[config.mk]
export PLATFORM = sky130hd
export DESIGN_NAME = max4_frame_reduce
export DESIGN_NICKNAME = d
export VERILOG_FILES = /design/src/rtl/max4_frame_reduce.sv
export SDC_FILE = /design/constraint.sdc
export NUM_CORES = 2
export LEC_CHECK = 0
export ABC_AREA = 1
export BUFFER_PORTS_ARGS = -buffer_cell sky130_fd_sc_hd__clkbuf_2
export CAP_MARGIN = 20
export CELL_PAD_IN_SITES_DETAIL_PLACEMENT = 1
export CELL_PAD_IN_SITES_GLOBAL_PLACEMENT = 1
export CORE_ASPECT_RATIO = 1.75
export CORE_MARGIN = 3
export CORE_UTILIZATION = 47
export CTS_BUF_LIST = sky130_fd_sc_hd__clkbuf_8
export CTS_CLUSTER_DIAMETER = 50
export DETAILED_ROUTE_END_ITERATION = 8
export PLACE_DENSITY = 0.95
export SLEW_MARGIN = 20
export SYNTH_ARGS = -nofsm -noshare
export SYNTH_HDL_FRONTEND = slang
export SYNTH_SLANG_ARGS = --single-unit
[constraint.sdc]
create_clock -name clk -period 6.9 [get_ports clk]
set_clock_uncertainty 0.05 [all_clocks]
set_input_delay 0.69 -clock clk [delete_from_list [all_inputs] [get_ports clk]]
set_output_delay 0.69 -clock clk [all_outputs]
set_load 0.005 [all_outputs]
[src/rtl/max4_frame_reduce.sv]
// Streaming 4-operand max reducer: two compare stages pick the per-beat winner,
// then an accumulator folds the winners over a frame ending with in_last.
module max4_frame_reduce #(
    parameter int WIDTH = 128,
    parameter int CNT_W = 16
) (
    input  logic             clk,
    input  logic             rst_n,
    input  logic             in_valid,
    output logic             in_ready,
    input  logic [WIDTH-1:0] in_a,
    input  logic [WIDTH-1:0] in_b,
    input  logic [WIDTH-1:0] in_c,
    input  logic [WIDTH-1:0] in_d,
    input  logic             in_last,
    output logic             out_valid,
    input  logic             out_ready,
    output logic [WIDTH-1:0] out_max,
    output logic [1:0]       out_lane,
    output logic [CNT_W-1:0] out_beat,
    output logic             out_sat
);

    logic en;
    logic accept;

    assign en       = !out_valid || out_ready;
    assign in_ready = en;
    assign accept   = in_valid && en;

    logic [CNT_W-1:0] beat_cnt;
    logic             frame_sat;

    // S1 pair registers
    logic             s1_valid;
    logic [WIDTH-1:0] s1_ab_max;
    logic [WIDTH-1:0] s1_cd_max;
    logic [1:0]       s1_ab_lane;
    logic [1:0]       s1_cd_lane;
    logic [CNT_W-1:0] s1_beat;
    logic             s1_last;
    logic             s1_sat;

    // S2 beat winner
    logic             s2_valid;
    logic [WIDTH-1:0] s2_max;
    logic [1:0]       s2_lane;
    logic [CNT_W-1:0] s2_beat;
    logic             s2_last;
    logic             s2_sat;

    logic             acc_valid;
    logic [WIDTH-1:0] acc_max;
    logic [1:0]       acc_lane;
    logic [CNT_W-1:0] acc_beat;
    logic             acc_sat;

    logic             ab_hi;
    logic             cd_hi;
    logic             cd_wins;
    logic             take_s2;
    logic [WIDTH-1:0] m_max;
    logic [1:0]       m_lane;
    logic [CNT_W-1:0] m_beat;
    logic             m_sat;

    // Strict compares so the lower lane / earlier beat keeps ties
    assign ab_hi   = in_b > in_a;
    assign cd_hi   = in_d > in_c;
    assign cd_wins = s1_cd_max > s1_ab_max;

    always_comb begin
        take_s2 = !acc_valid || (s2_max > acc_max);
        m_max   = acc_max;
        m_lane  = acc_lane;
        m_beat  = acc_beat;
        if (take_s2) begin
            m_max  = s2_max;
            m_lane = s2_lane;
            m_beat = s2_beat;
        end
        m_sat = s2_sat || (acc_valid && acc_sat);
    end

    always_ff @(posedge clk or negedge rst_n) begin
        if (!rst_n) begin
            beat_cnt  <= '0;
            frame_sat <= 1'b0;
        end else if (accept) begin
            if (in_last) begin
                beat_cnt  <= '0;
                frame_sat <= 1'b0;
            end else if (beat_cnt == '1) begin
                frame_sat <= 1'b1;
            end else begin
                beat_cnt <= beat_cnt + 1'b1;
            end
        end
    end

    always_ff @(posedge clk or negedge rst_n) begin
        if (!rst_n) begin
            s1_valid   <= 1'b0;
            s1_ab_max  <= '0;
            s1_cd_max  <= '0;
            s1_ab_lane <= '0;
            s1_cd_lane <= '0;
            s1_beat    <= '0;
            s1_last    <= 1'b0;
            s1_sat     <= 1'b0;
        end else if (en) begin
            s1_valid <= accept;
            if (accept) begin
                s1_ab_max  <= ab_hi ? in_b : in_a;
                s1_ab_lane <= ab_hi ? 2'd1 : 2'd0;
                s1_cd_max  <= cd_hi ? in_d : in_c;
                s1_cd_lane <= cd_hi ? 2'd3 : 2'd2;
                s1_beat    <= beat_cnt;
                s1_last    <= in_last;
                s1_sat     <= frame_sat;
            end
        end
    end

    always_ff @(posedge clk or negedge rst_n) begin
        if (!rst_n) begin
            s2_valid <= 1'b0;
            s2_max   <= '0;
            s2_lane  <= '0;
            s2_beat  <= '0;
            s2_last  <= 1'b0;
            s2_sat   <= 1'b0;
        end else if (en) begin
            s2_valid <= s1_valid;
            if (s1_valid) begin
                s2_max  <= cd_wins ? s1_cd_max : s1_ab_max;
                s2_lane <= cd_wins ? s1_cd_lane : s1_ab_lane;
                s2_beat <= s1_beat;
                s2_last <= s1_last;
                s2_sat  <= s1_sat;
            end
        end
    end

    // The last beat's merge bypasses the accumulator straight into out_*
    always_ff @(posedge clk or negedge rst_n) begin
        if (!rst_n) begin
            acc_valid <= 1'b0;
            acc_max   <= '0;
            acc_lane  <= '0;
            acc_beat  <= '0;
            acc_sat   <= 1'b0;
            out_valid <= 1'b0;
            out_max   <= '0;
            out_lane  <= '0;
            out_beat  <= '0;
            out_sat   <= 1'b0;
        end else if (en) begin
            out_valid <= s2_valid && s2_last;
            if (s2_valid) begin
                if (s2_last) begin
                    out_max   <= m_max;
                    out_lane  <= m_lane;
                    out_beat  <= m_beat;
                    out_sat   <= m_sat;
                    acc_valid <= 1'b0;
                    acc_sat   <= 1'b0;
                end else begin
                    acc_max   <= m_max;
                    acc_lane  <= m_lane;
                    acc_beat  <= m_beat;
                    acc_sat   <= m_sat;
                    acc_valid <= 1'b1;
                end
            end
        end
    end

endmodule

**Word-level counts from Yosys, hierarchy flattened**

Cells that the tools add are included.
W data, S select, Z words.

- Register bits: 741
- Bits of input ports: 517
- Output and inout port bits: 149

- $add $sub $neg: 1
- Order comparisons: 4
- Eq/ne operators: 2
- Mux-type cells: 15
- Bitwise operators: 1
- Reduce and logical (&&, ||, !) cells: 16

Operators with widths:

| operator | count |
|---|---|
| $gt A128 B128 Y1 | 4 |
| $mux W128 | 4 |
| $mux W16 | 3 |
| $add A16 B1 Y16 const B | 1 |
| $eq A16 B16 Y1 const B | 1 |
| $reduce_and A2 Y1 | 5 |
| $mux W1 | 6 |
| $reduce_and A3 Y1 | 2 |
| $mux W2 | 2 |
| $logic_and A1 B1 Y1 | 3 |
| $logic_or A1 B1 Y1 | 3 |
| $logic_not A1 Y1 | 2 |
| $ne A2 B2 Y1 const B | 1 |
| $reduce_bool A2 Y1 | 1 |
| $not A1 Y1 | 1 |

**Longest topological paths before layout**

- Word-level depth: 4
- Mapped depth: 24
- Mapped depth without buffers: 22

**Worst setup path before layout**

No wires, ideal clock.

- Path kind: in2reg
- From: input port in_a[95]
- To: register s1_ab_max[100]
- Library setup time: 118 ps
- Data arrival time: 2392 ps
- Data required time: 6732 ps
- Setup slack: 4340 ps
- Cell stages on the path: 15
- Path buffers: 2
- Cell sequence: inv_1 -> ha_1 -> nand2_1 -> nor2_1 -> nand4_1 -> nor4_2 -> nand4_1 -> nor2_1 -> nand3b_1 -> nand2_1 -> buf_2 -> buf_2 -> nand2_1 -> nand3_1 -> nand2_1

- Cells in the longest elaborated chain, start to end: 2

RTL lines:

| what | RTL line | RTL |
|---|---|---|
| start: declaration | 11 | `input logic [WIDTH-1:0] in_a,` |
| $gt A128 B128 Y1 | 68 | `assign ab_hi = in_b > in_a;` |
| $mux W128 | 114 | `s1_ab_max <= ab_hi ? in_b : in_a;` |
| end signal: assignment | 114 |  |
| end: declaration | 36 | `logic [WIDTH-1:0] s1_ab_max;` |

Every way passes these cells.
A chain may end at the register's enable or synchronous reset.

**Final worst setup path**

- From: register s1_ab_max[95]
- To: register s2_max[101]

- Cells in the longest elaborated chain, start to end: 2

RTL lines:

| what | RTL line | RTL |
|---|---|---|
| $gt A128 B128 Y1 | 70 | `assign cd_wins = s1_cd_max > s1_ab_max;` |
| $mux W128 | 136 | `s2_max <= cd_wins ? s1_cd_max : s1_ab_max;` |
| end signal: assignment | 136 |  |
| end: declaration | 46 | `logic [WIDTH-1:0] s2_max;` |

Every way passes these cells.

==> results.txt <==
----------------------------------------------------
[Hold path]
  Class of the worst hold path ... primary input to flip-flop

[Clock network]
  Clock-pin slew on the worst setup and hold paths ... 0.07 ns
  Root buf cell ... sky130_fd_sc_hd__clkbuf_8
  Num CTS Buffers ... 113
  # hold bufs at CTS ... 1
  Deepest level of the CTS H-tree ... 3
  Maximum root-to-sink buffer count ... 3
  Clock tree from TritonCTS ... yes
  # clock sinks ... 740
  Number of buffers inserted by post-CTS setup repair ... 0
  Resize count post-CTS ... 0
  Clk_lat worst skew ... 0.84 ns

[Synth]
  Top FF cell, synth ... sky130_fd_sc_hd__dfrtp_1
  Number of enable flip-flop cells after synthesis ... 0
  Most frequent cell after synthesis ... sky130_fd_sc_hd__nand2_1
  Post-synthesis instance area ... between 50,000 and 60,000 um^2
  Count of warnings emitted by yosys ... 0
  Sequential share of the synthesized area ... 0.3672
  Synth top area share ... 0.3672
  FF+latch count, synth ... 740
  Post-synthesis area per instance ... 7.167 um^2
  Leading cell types by total area after synthesis ... sky130_fd_sc_hd__dfrtp_1, sky130_fd_sc_hd__nand2_1, sky130_fd_sc_hd__ha_1, sky130_fd_sc_hd__nand3_1, sky130_fd_sc_hd__inv_1
  Leading cell types by count after synthesis ... sky130_fd_sc_hd__nand2_1, sky130_fd_sc_hd__nand3_1, sky130_fd_sc_hd__inv_1
  Post-synthesis net count ... 8,066
  Share of synthesized flip-flops with an asynchronous set or reset ... 1.000
  Number of distinct library cell variants in the gate-level netlist after synthesis ... 41
  Post-synthesis cell type with the largest combined area ... sky130_fd_sc_hd__dfrtp_1
  Post-Synthesis Cells ... roughly 7,000

[Drt]
  Highest metal used ... met5
  Drt first pass iters ... 6
  Number of design-rule violations left by the first detailed-router iteration ... 2,895
  Residual antenna-violating net count after detailed routing ... 0
  Drt total wl ... ~200 mm
  Vias after detailed routing ... 51,097
  Count of unresolved DRC violations after routing ... 0
  Sum of routed wire segments on met1 ... 70.93 mm
  Detailed-route vias per instance ... between 5 and 6
  Wire length on met2 ... 100.3 mm
  Wirelength per Cell ... between 20 and 25 um
  Detail Route met3 WL ... roughly 12 mm

[Cells and area]
  Share of post-route cells with drive strength above 1 ... 0.1351
  Total area of multi-input combinational cells ... 25,820 um^2
  Design area ... 56,890 um^2
  Number of nets in the finished design ... 8,557
  Register cell area after layout ... 18,520 um^2
  Area growth from synthesis to final layout ... 12.80%
  Util after Layout ... 0.5359
  Filler instances ... roughly 14,000

[Timing]
  Total Negative Setup Slacks ... 0 ns
  Setup violations, final ... 0
  Minimum hold slack ... around 0.14 ns
  Unrepaired setup endpoints after global routing ... no
  Final hold viol count ... 0
  Max-slew violations ... 0
  Worst Tran Pin Value ... roughly 1.1 ns
  Period utilisation layout ... 0.7211
  Peak Freq ... roughly 0.20 GHz
  Headroom to the max-slew limit ... 0.2352
  Post-layout min period ... 4.976 ns

[Setup path]
  Most used cell along the critical path ... sky130_fd_sc_hd__nand2_1
  Start-to-end type of the worst setup path ... flip-flop to flip-flop
  Crit-path cells ... inv_1, ha_1, nand2_1, inv_1, nand3_1, nor4_1, nand4_1, nor2_1, nand2_1, nand2_4, nand2_4, buf_4, nand2_1, nand3_1, nand2_1
  Worst Setup Start Kind ... flip-flop
  Slowest cell delay on critical path ... 0.78 ns
  Cell with the largest stage delay on the worst path ... sky130_fd_sc_hd__nand2_4
  Arrival @ worst endpoint ... ~5.7 ns
  Required @ worst endpoint ... 7.60 ns
  Crit Path Max Fanout ... slightly above 80
  Nature of the critical path endpoint ... flip-flop

[Pwr]
  Leak ... about 0.034 uW
  Worst IR drop on VDD ... 0.6669 mV
  Overall power of the completed layout ... 24,810 uW
  Pwr per Cell Area ... 436.2 nW/um^2

[Die]
  Die X-Extent ... 253.6 um
  IO Pins ... 666
  Starting Density ... 0.4750
  Std-Cell Core Area ... 106,200 um^2
  Vertical die dimension ... 439.3 um
  Die area ... 111,400 um^2
  Core Rows ... ~160

[Placed design]
  Total of buffers placed on input and output ports ... around 670
  Total cell area at the placement stage ... roughly 54,000 um^2
  Detailed placement HPWL ... roughly 140 mm
  Routability Congestion ... 0.9181

[Global route]
  Pin count of the biggest net entering global routing ... 174
  Wire length of the first global-routing pass ... 309.4 mm
  Remaining global-route overflow ... 0
  Vias in the first global route ... 57,221
  Number of antenna violations at the first check in global routing ... 15
  Overall track demand over capacity in global routing ... 0.3551

[Flow run]
  Max-capacitance violation count ... 0

[Run status]
  Outcome ... complete, no violations

----------------------------------------------------
per-stage QoR:
step                setup slack [ns]  cells
floorplan                      4.340   7036
global placement               1.693   8770
detailed placement             1.586   8770
CTS                            1.891   8984
global route                   1.629   8990
finish                         1.924   8995
logic make-up after synthesis:
group           count (synthesis)  share of synthesized area
compound gates                438                    0.04563
fa+ha+maj                     513                     0.1273
buf+inv                      1519                     0.1228
flops                         740                     0.3672
simple gates                 3826                     0.3371
worst max-delay path: cells and delay by family (launching register included):
kind,cells,cell delay [ns]
adder cells (fa/ha/maj),1,0.30
buffers and inverters,3,0.70
flip-flops,1,0.40
AND/OR/NAND/NOR,11,3.36
where the power goes:
part | switching, uW | leakage [uW] | internal, uW | total [uW]
Clock | 2020 | 0.00142 | 2280 | 4300
Sequential | 1440 | 0.00918 | 6030 | 7470
Combinational | 8920 | 0.0232 | 4120 | 13000
per-layer routing:
layer / track usage / up-vias
met2: 0.6364 / 1926
met3: 0.06471 / 781
met4: 0.2610 / 8
met5: 0 / -
li1: - / 23197
met1: 0.3683 / 25185
state kept, by name, summed over array words and instances (netlist names), 2 cells and up:
register and count:
acc_beat 16, acc_lane 2, acc_max 128, beat_cnt 16, out_beat 16, out_lane 2
out_max 128, s1_ab_max 128, s1_beat 16, s1_cd_lane 2, s1_cd_max 128, s2_beat 16
s2_lane 2, s2_max 128
worst paths after layout:
check	start	endpoint	slack (ns)	depth (start not counted)
max reg2reg	s1_ab_max[95]	s2_max[101]	1.92	15
min reg2reg	out_beat[4]	out_beat[4]	0.43	2
min in group asynchronous	rst_n	out_beat[6]	0.41	2
max in group asynchronous	rst_n	out_max[123]	4.63	4
max	s1_ab_max[95]	s2_max[101]	1.92	15
min	in_c[22]	s1_cd_max[22]	0.14	5
area by class of cell:
type,count,share of cell area
multi-input cells,4777,0.4540
flip-flops and latches,740,0.3256
well taps,1360,0.02991
clock buffers,146,0.03532
clock inverters,67,0.01040
inverters,1187,0.07863
diodes,10,0.0004399
repair buffers,708,0.06572
cell usage in the layout, fill, tap and decap left out, types with 2 or more instances in the layout:
cell / n
sky130_fd_sc_hd__a211oi_1: 2
sky130_fd_sc_hd__a21o_1: 4
sky130_fd_sc_hd__a21oi_1: 266
sky130_fd_sc_hd__a31oi_1: 7
sky130_fd_sc_hd__buf_12: 6
sky130_fd_sc_hd__buf_4: 36
sky130_fd_sc_hd__bufinv_16: 10
sky130_fd_sc_hd__clkbuf_2: 664
sky130_fd_sc_hd__clkbuf_8: 146
sky130_fd_sc_hd__clkinv_2: 20
sky130_fd_sc_hd__clkinvlp_4: 8
sky130_fd_sc_hd__dfrtp_1: 739
sky130_fd_sc_hd__diode_2: 10
sky130_fd_sc_hd__ha_1: 513
sky130_fd_sc_hd__inv_1: 1206
sky130_fd_sc_hd__inv_2: 3
sky130_fd_sc_hd__inv_4: 2
sky130_fd_sc_hd__inv_6: 3
sky130_fd_sc_hd__nand2_1: 2222
sky130_fd_sc_hd__nand2_4: 109
sky130_fd_sc_hd__nand2_8: 2
sky130_fd_sc_hd__nand3_1: 1279
sky130_fd_sc_hd__nand3b_1: 5
sky130_fd_sc_hd__nand4_1: 40
sky130_fd_sc_hd__nor2_1: 118
sky130_fd_sc_hd__nor2_2: 3
sky130_fd_sc_hd__nor2_4: 3
sky130_fd_sc_hd__nor3_1: 24
sky130_fd_sc_hd__nor3_2: 2
sky130_fd_sc_hd__nor4_1: 7
sky130_fd_sc_hd__nor4_2: 4
sky130_fd_sc_hd__o211ai_1: 6
sky130_fd_sc_hd__o21a_1: 21
sky130_fd_sc_hd__o21ai_0: 121
sky130_fd_sc_hd__o21ai_1: 4
sky130_fd_sc_hd__o21bai_1: 5
Note: power is estimated with default switching activity, not from simulation.
